--- config.mk ---
export PLATFORM = sky130hd
export DESIGN_NAME = fetch_pc
export DESIGN_NICKNAME = d
export VERILOG_FILES = /design/src/rtl/fetch_pc.sv
export SDC_FILE = /design/constraint.sdc
export NUM_CORES = 1
export LEC_CHECK = 0
export ABC_AREA = 1
export BUFFER_PORTS_ARGS = -buffer_cell sky130_fd_sc_hd__buf_2
export CAP_MARGIN = 30
export CORE_ASPECT_RATIO = 0.8
export CORE_MARGIN = 3
export CORE_UTILIZATION = 50
export DETAILED_ROUTE_END_ITERATION = 10
export PLACE_DENSITY = 0.89
export SYNTH_ARGS = -nofsm -noshare
export SYNTH_HDL_FRONTEND = slang
export SYNTH_SLANG_ARGS = --single-unit
--- constraint.sdc ---
create_clock -name clk -period 3.4 [get_ports clk]
set_input_delay 0.51 -clock clk [delete_from_list [all_inputs] [get_ports clk]]
set_output_delay 0.51 -clock clk [all_outputs]
set_load 0.05 [all_outputs]
--- src/rtl/fetch_pc.sv ---
// Fetch-stage PC unit for the Y86 pipeline: computes valP, predicts the next
// PC (jumps and calls taken) and tracks run / return-wait / halt state.
module fetch_pc #(
  parameter int unsigned          DATA_WID = 64,
  parameter logic [DATA_WID-1:0]  RESET_PC = '0
) (
  input  logic                clk,
  input  logic                rst_n,
  input  logic [3:0]          icode,
  input  logic [3:0]          ifun,
  input  logic [DATA_WID-1:0] valC,
  input  logic                stall,
  input  logic                mispredict,
  input  logic [DATA_WID-1:0] mispredict_pc,
  input  logic                ret_valid,
  input  logic [DATA_WID-1:0] ret_pc,
  output logic [DATA_WID-1:0] pc,
  output logic [DATA_WID-1:0] valP,
  output logic                instr_valid,
  output logic                ins_err,
  output logic                halted,
  output logic                ret_wait,
  output logic [31:0]         fetch_cnt
);

  localparam int unsigned LEN_W = 4;
  localparam int unsigned CNT_W = 32;

  typedef enum logic [1:0] {
    ST_RUN      = 2'd0,
    ST_RET_WAIT = 2'd1,
    ST_HALT     = 2'd2
  } state_e;

  state_e              state_q, state_d;
  logic [DATA_WID-1:0] pc_q, pc_d;
  logic [CNT_W-1:0]    cnt_q, cnt_d;

  logic [LEN_W-1:0]    ilen;
  logic                is_jump;
  logic                is_stop;
  logic                is_ret;
  logic [DATA_WID-1:0] pred_pc;

  // Function code does not influence PC generation.
  logic unused_ifun;
  assign unused_ifun = ^ifun;

  // Instruction length decode; invalid codes count as one byte.
  always_comb begin
    ilen = LEN_W'(1);
    case (icode)
      4'h0, 4'h1, 4'h9:       ilen = LEN_W'(1);
      4'h2, 4'h6, 4'hA, 4'hB: ilen = LEN_W'(2);
      4'h3, 4'h4, 4'h5:       ilen = LEN_W'(10);
      4'h7, 4'h8:             ilen = LEN_W'(9);
      default:                ilen = LEN_W'(1);
    endcase
  end

  assign ins_err     = (icode > 4'hB);
  assign is_jump     = (icode == 4'h7) || (icode == 4'h8);
  assign is_ret      = (icode == 4'h9);
  assign is_stop     = (icode == 4'h0) || ins_err;
  assign valP        = pc_q + DATA_WID'(ilen);
  assign pred_pc     = is_jump ? valC : valP;
  assign instr_valid = (state_q == ST_RUN) && !stall && !mispredict;

  // Next-state / next-PC selection: redirect, return, stall, then prediction.
  always_comb begin
    state_d = state_q;
    pc_d    = pc_q;
    cnt_d   = cnt_q + CNT_W'(instr_valid);
    if (mispredict) begin
      pc_d    = mispredict_pc;
      state_d = ST_RUN;
    end else if ((state_q == ST_RET_WAIT) && ret_valid) begin
      pc_d    = ret_pc;
      state_d = ST_RUN;
    end else if (!stall && (state_q == ST_RUN)) begin
      if (is_ret) begin
        state_d = ST_RET_WAIT;
      end else if (is_stop) begin
        state_d = ST_HALT;
      end else begin
        pc_d = pred_pc;
      end
    end
  end

  always_ff @(posedge clk or negedge rst_n) begin
    if (!rst_n) begin
      state_q <= ST_RUN;
      pc_q    <= RESET_PC;
      cnt_q   <= '0;
    end else begin
      state_q <= state_d;
      pc_q    <= pc_d;
      cnt_q   <= cnt_d;
    end
  end

  assign pc        = pc_q;
  assign fetch_cnt = cnt_q;
  assign halted    = (state_q == ST_HALT);
  assign ret_wait  = (state_q == ST_RET_WAIT);

endmodule

==> results.yml, run 1 <==
final_layout:
  regArea_um2: 2450
  area_growth_pct: 30.5
  drive_gt1_share_pct: 26.0
  nFillCells: 1654
  utilization_pct: 67.1
  multi_input_area_um2: 5840
  num_antenna_cells: 0
  final_cells: 2163
  fin_nets: 2144
global_routing:
  grt_pass1_vias: 10390
  track_usage_pct: 35.2
  grt_pass1_wl_um: 54700
  antenna_found_initial: 2
  grt_overflow: 0
  grt_max_degree: 102
synth:
  ys_ff_latch: 98
  synth_top_cell_area_share_pct: 27.3
  synth_edf_count: 0
  yosysWarningCount: 0
  syn-num-nets: 1789
  synth_area_um2: 9000
  postSynth.asyncResetShare_pct: 100
  synth-seq-area-share_pct: 27.3
  syn_area_per_cell_um2: 5.70
  ys_top_cells_by_area: "dfrtp_1 27%, nand2_1 25%, nor2_1 13%"
  yosys_most_used_dff: "dfrtp_1"
  syn_inst: 1578
  post-synth-top-area-cell: "dfrtp_1"
  ys_types: 36
power_and_ir_drop:
  comb_power_share_pct: 51.7
  ir_drop_uv: 393
  netSwitchingPower_mw: 3.13
  power.share.clock_pct: 19.3
  seq_power_share_pct: 28.9
  leakage_nw: 6.74
  sw_frac_of_total_pct: 53.5
  p_per_area_nw_per_um2: 498
  internal_power_mw: 2.72
critical_path:
  slowest_stage: "ha_2"
  worstPathArrival_ps: 2770
  crit_fanout: 6
  reg2reg_to: "fetch_cnt[30]$_DFF_PN0_"
  cp_data_required_time_ps: 2890
  max_stage_delay_ps: 380
  worstSetupPathType: "input pin to output pin"
  cp_cell_sequence: "buf_2, nor2_2, buf_4, inv_1, nand3_1, nand2_1, ha_2, nand2_2, nor2_2, nand2_1, nand2_2, nand2_1, nor2_1, nand2_1, nand2_1, buf_2"
  r2r_start: "state_q[0]$_DFFE_PN0P_"
  cp-start-kind: "input pin"
  worst-r2r-cell-count: 10
  r2r_slack_ps: 670
  crit_top_cell: "nand2_1"
  crit_path_end_kind: "output pin"
timing:
  hold_viol_final: 0
  max_freq_mhz: 305
  slew_violations: 0
  relSlewSlack_pct: 61.5
  tightestPinTransition_ps: 576
  period_share_pct: 96.5
  setup_viol: 0
  skew_ps: 11.7
  fin_crit_ps: 3280
run_status:
  status: "finished, final reports clean"
worst_hold_path:
  hp-class: "input pin to async pin"
cts:
  cts_sinks: 98
  hold_buffers: 0
  clkTransAtPathRegs_ps: 70
  cts_max_level: 3
  clkLatencyLatePin_ps: 360
  cts-buffers-inserted: 9
  cts_root_buf: "clkbuf_16"
  clk_path_buf_depth: 2
  cts_tree: "done"
floorplan:
  initial_utilization_pct: 51.5
  die_h_um: 126
  rows: 43
  ioPinCount: 369
  die-area_um2: 19700
  core_um2: 17500
  die_x_um: 156
placement:
  portBuffers: 364
  dp_hpwl_um: 28100
  globalplace.congestion: 0.987
  place_inst: 2146
routing:
  drtPass1Iterations: 6
  num_vias: 11545
  drtIter0Drc: 1206
  wire_per_inst_um: 16.6
  viasPerCell: 5.34
  drc: 0
  wl_um: 35900
  ant_nets: 0
flow_run:
  maxCapViolations: 0
## power groups by stage
stage | sequential, mW | combinational, mW | clock, mW
after floorplan | 2.21 | 1.50 | 0
after global placement | 1.69 | 2.91 | 0
after global routing | 1.72 | 3.22 | 1.19
after CTS | 1.67 | 2.96 | 1.15
after detailed placement | 1.69 | 2.95 | 0
final | 1.69 | 3.02 | 1.13
## routing by layer
metal	GRT usage (%)	up-vias	wire length, um
met1	47.6	5227	14600
met3	7.39	98	3720
met4	13.1	6	1390
li1	-	5565	-
met2	55.8	649	16100
met5	0	-	73
## flip-flops by register name (all words and copies together) (netlist names)
name	count
pc	64
fetch_cnt	32
state_q	2
## cells in the mapped netlist (4+ instances only)
cell type	number
a21oi_1	16
and2_1	5
buf_2	22
buf_4	5
clkbuf_1	27
dfrtp_1	98
ha_1	5
inv_1	142
inv_2	4
nand2_1	604
nand2_2	13
nand2_4	6
nand3_1	105
nand3b_1	5
nand4_1	23
nor2_1	316
nor2_2	15
nor2_4	6
nor3_1	9
o211ai_1	5
o21ai_0	47
o21ai_1	15
o21bai_1	7
or2_2	18
xnor2_1	14
xor2_1	29
## area by class of cell
type / count / share of cell area [%]
Multi-Input combinational cell: 1277 / 49.7
Timing Repair Buffer: 398 / 19.5
Clock inverter: 7 / 0.799
Tap cell: 225 / 2.40
Inverter: 149 / 4.80
Clock buffer: 9 / 1.92
Sequential cell: 98 / 20.9
## critical path, delay by kind of cell
kind	cells	cell delay [ps]
buffers and inverters	4	570
and+or+nand+nor	11	1310
adders and majority gates	1	380
## cell usage in the layout, fill, tap and decap left out, types with 13 or more instances in the layout
cell type,netlist,routed
xnor2_1,14,13
nand3_1,105,104
inv_1,142,138
a21oi_1,16,16
buf_4,5,33
o21ai_0,47,47
nand4_1,23,23
nor2_2,15,15
xor2_1,29,25
or2_2,18,18
buf_2,22,338
nand2_1,604,601
o21ai_1,15,14
dfrtp_1,98,98
nor2_1,316,315
## cell families after synthesis
family          count (synthesis)  share of synthesized area (%)
compound gates                 92                           5.53
xor+xnor                       44                           4.37
fa+ha+maj                       6                          0.918
buf+inv                       203                           8.98
flops                          98                           27.3
simple gates                 1135                           52.9
## per-stage QoR
step | total power, mW | hold WS (ps) | area (um2) | setup WS (ps) | TNS (ps)
floorplan | 3.71 | 214 | 9040 | -9.62 | -19.2
global placement | 4.60 | 459 | 11300 | 29.7 | 0
detailed placement | 4.64 | 464 | 11300 | -39.1 | -114
CTS | 5.78 | 106 | 11600 | 12.5 | 0
global route | 6.12 | 119 | 11700 | -21.2 | -107
finish | 5.85 | 94.8 | 11700 | 120 | 0
## what timing repair did
action	4_1_cts	5_1_grt
resized for setup	2	58
setup buffers	0	1
setup endpoints to repair	8	41
pin swaps	0	4
## how the worst max path moves through the flow
stage | end | cells past startpoint | from
after floorplan | valP[38] | 16 | icode[3]
after global placement | valP[32] | 15 | icode[0]
after detailed placement | valP[32] | 16 | icode[3]
after CTS | valP[32] | 18 | icode[3]
after global routing | valP[45] | 17 | icode[2]
final | valP[55] | 16 | icode[2]
Note: power is estimated with default switching activity, not from simulation.
==> run 2, diff against run 1 <==
--- a/config.mk
+++ b/config.mk
@@ -10,9 +10,10 @@
 export CAP_MARGIN = 30
 export CORE_ASPECT_RATIO = 0.8
 export CORE_MARGIN = 3
-export CORE_UTILIZATION = 50
+export CORE_UTILIZATION = 51
+export CTS_BUF_LIST = sky130_fd_sc_hd__clkbuf_8
 export DETAILED_ROUTE_END_ITERATION = 10
-export PLACE_DENSITY = 0.89
+export PLACE_DENSITY = 0.9
 export SYNTH_ARGS = -nofsm -noshare
 export SYNTH_HDL_FRONTEND = slang
 export SYNTH_SLANG_ARGS = --single-unit
==> run 2 against run 1 <==
Compared with the run above:
- cell area is 1.4% lower
- clock power shrank 31%
- global-route usage decreased by 0.050 points
- via count fell by 0.67%
- largest cell class unchanged
- largest power group unchanged
- worst setup slack got worse by 19 ps
- first-iteration DRC count down 12%
- routed wire length shrank 1.3%
- power is 6.2% lower
- fmax shrank 0.58%
- die area fell by 1.9%
- non-clock buffer count up 8
==> results.yml, run 2 (same netlist as run 1, synthesis figures left out) <==
timing:
  hold_viol_final: 0
  worst_hold_slack_ps: 32.3
  rsz0062_at_grt: "yes"
  slew_violations: 0
  finalWorstSetupSlack_ps: 101
  final.setup.tns_ps: 0
  setup_viol: 0
  tightestPinTransition_ps: 677
  period_share_pct: 97.0
  max_freq_mhz: 303
  relSlewSlack_pct: 54.8
  fin_crit_ps: 3300
  skew_ps: 20.7
routing:
  drtIter0Drc: 1060
  drc: 0
  wire_per_inst_um: 16.4
  ant_nets: 0
  viasPerCell: 5.29
  num_vias: 11468
  drtPass1Iterations: 8
  wl_um: 35500
floorplan:
  initial_utilization_pct: 53.2
  die-area_um2: 19300
  die_h_um: 125
  rows: 42
  die_x_um: 155
  core_um2: 16900
  ioPinCount: 369
critical_path:
  crit_path_end_kind: "output pin"
  cp_data_required_time_ps: 2890
  worstPathArrival_ps: 2790
  worstSetupPathType: "input pin to output pin"
  r2r_slack_ps: 890
  startpoint: "icode[3]"
  cp-start-kind: "input pin"
  worst-r2r-cell-count: 12
  r2r_start: "state_q[0]$_DFFE_PN0P_"
  reg2reg_to: "fetch_cnt[18]$_DFF_PN0_"
  crit_fanout: 6
final_layout:
  num_antenna_cells: 0
  mostFrequentLayoutCell: "nand2_1"
  largest_register_ffs: 64
  drive_gt1_share_pct: 26.4
  final_cell_area_um2: 11600
  fin_nets: 2152
  area_growth_pct: 28.6
  final_cell_mix: "600 x nand2_1, 346 x buf_2, 314 x nor2_1, 138 x inv_1, 104 x nand3_1"
global_routing:
  antenna_found_initial: 1
  grt_max_degree: 66
  track_usage_pct: 35.2
  grt_pass1_vias: 10345
  grt_overflow: 0
  grt_pass1_wl_um: 54600
placement:
  placed_area_um2: 11300
  portBuffers: 364
  globalplace.congestion: 0.980
  dp_hpwl_um: 28700
  place_ws_ps: -144
cts:
  clk_path_buf_depth: 2
  clkTransAtPathRegs_ps: 100
  clkLatencyLatePin_ps: 400
  cts_sinks: 98
  cts_tree: "done"
  cts_root_buf: "clkbuf_8"
  cts_max_level: 3
  cts-buffers-inserted: 9
power_and_ir_drop:
  ir_drop_uv: 530
  p_per_area_nw_per_um2: 474
  leakage_nw: 6.67
  finalPower_mw: 5.48
worst_hold_path:
  hp-class: "input pin to async pin"
flow_run:
  maxCapViolations: 0
run_status:
  status: "finished, final reports clean"
## run 2: changes by cell type in the layout (fill, tap and decap cells not counted), sizes merged
| cell | change |
|---|---|
| inv | -1 |
| clkinvlp | -1 |
| clkinv | +3 |
| clkbuf | -3 |
| bufinv | -1 |
| buf | +11 |
## run 2: worst max path at each step
| stage | to | slack (ps) | depth (start not counted) |
|---|---|---|---|
| 2_1_floorplan | valP[38] | -10 | 16 |
| 3_3_place_gp | valP[28] | -50 | 16 |
| 3_5_place_dp | valP[28] | -140 | 16 |
| 4_1_cts | valP[60] | 20 | 17 |
| 5_1_grt | valP[62] | -10 | 19 |
| 6_report | valP[62] | 100 | 19 |
## run 2: stage by stage
| stage | util [%] | cells |
|---|---|---|
| floorplan | - | 1578 |
| global route | 68.4 | 2166 |
| CTS | 67.8 | 2165 |
| global placement | 66.5 | 2149 |
| finish | 68.4 | 2166 |
| detailed placement | 66.5 | 2149 |
## run 2: area by class of cell
| type | instances | area [um2] |
|---|---|---|
| clock buffers | 9 | 124 |
| inverters | 149 | 563 |
| repair buffers | 406 | 2250 |
| fillers | 1551 | 5350 |
| well taps | 220 | 275 |
| clock inverters | 7 | 78.8 |
| multi-input cells | 1277 | 5820 |
| flip-flops and latches | 98 | 2450 |
## run 2: worst max-delay path, stage by stage
cell and delay [ps]:
buf_2 110, inv_1 90, nand4_1 110, inv_1 90, nor3_2 50, inv_1 60
ha_2 170, inv_1 50, fa_2 350, inv_2 90, nand3_2 80, nand2_4 150
nand2_2 100, nor2_4 180, nand2_4 120, nor2_1 110, nand2_1 90, nand2_2 100
buf_8 150
## run 2: repair_timing
item | CTS | global route
setup buffers | 0 | 1
hold endpoints to repair | 0 | 0
gates resized for setup | 5 | 36
pin swaps | 0 | 2
hold buffers | 0 | 0
setup endpoints to repair | 19 | 31
## run 2: routing by layer
layer	up-vias	GRT usage, %	routed length [um]
met5	-	0	13
met3	54	5.87	3450
met1	5238	48.1	15000
li1	5580	-	-
met4	2	8.93	792
met2	594	58.0	16200
## run 2: power breakdown
group          internal [mW]  leakage (nW)  switching, mW
Sequential              1.34          1.20          0.357
Combinational          0.770          5.37           2.23
Clock                  0.292         0.102          0.494
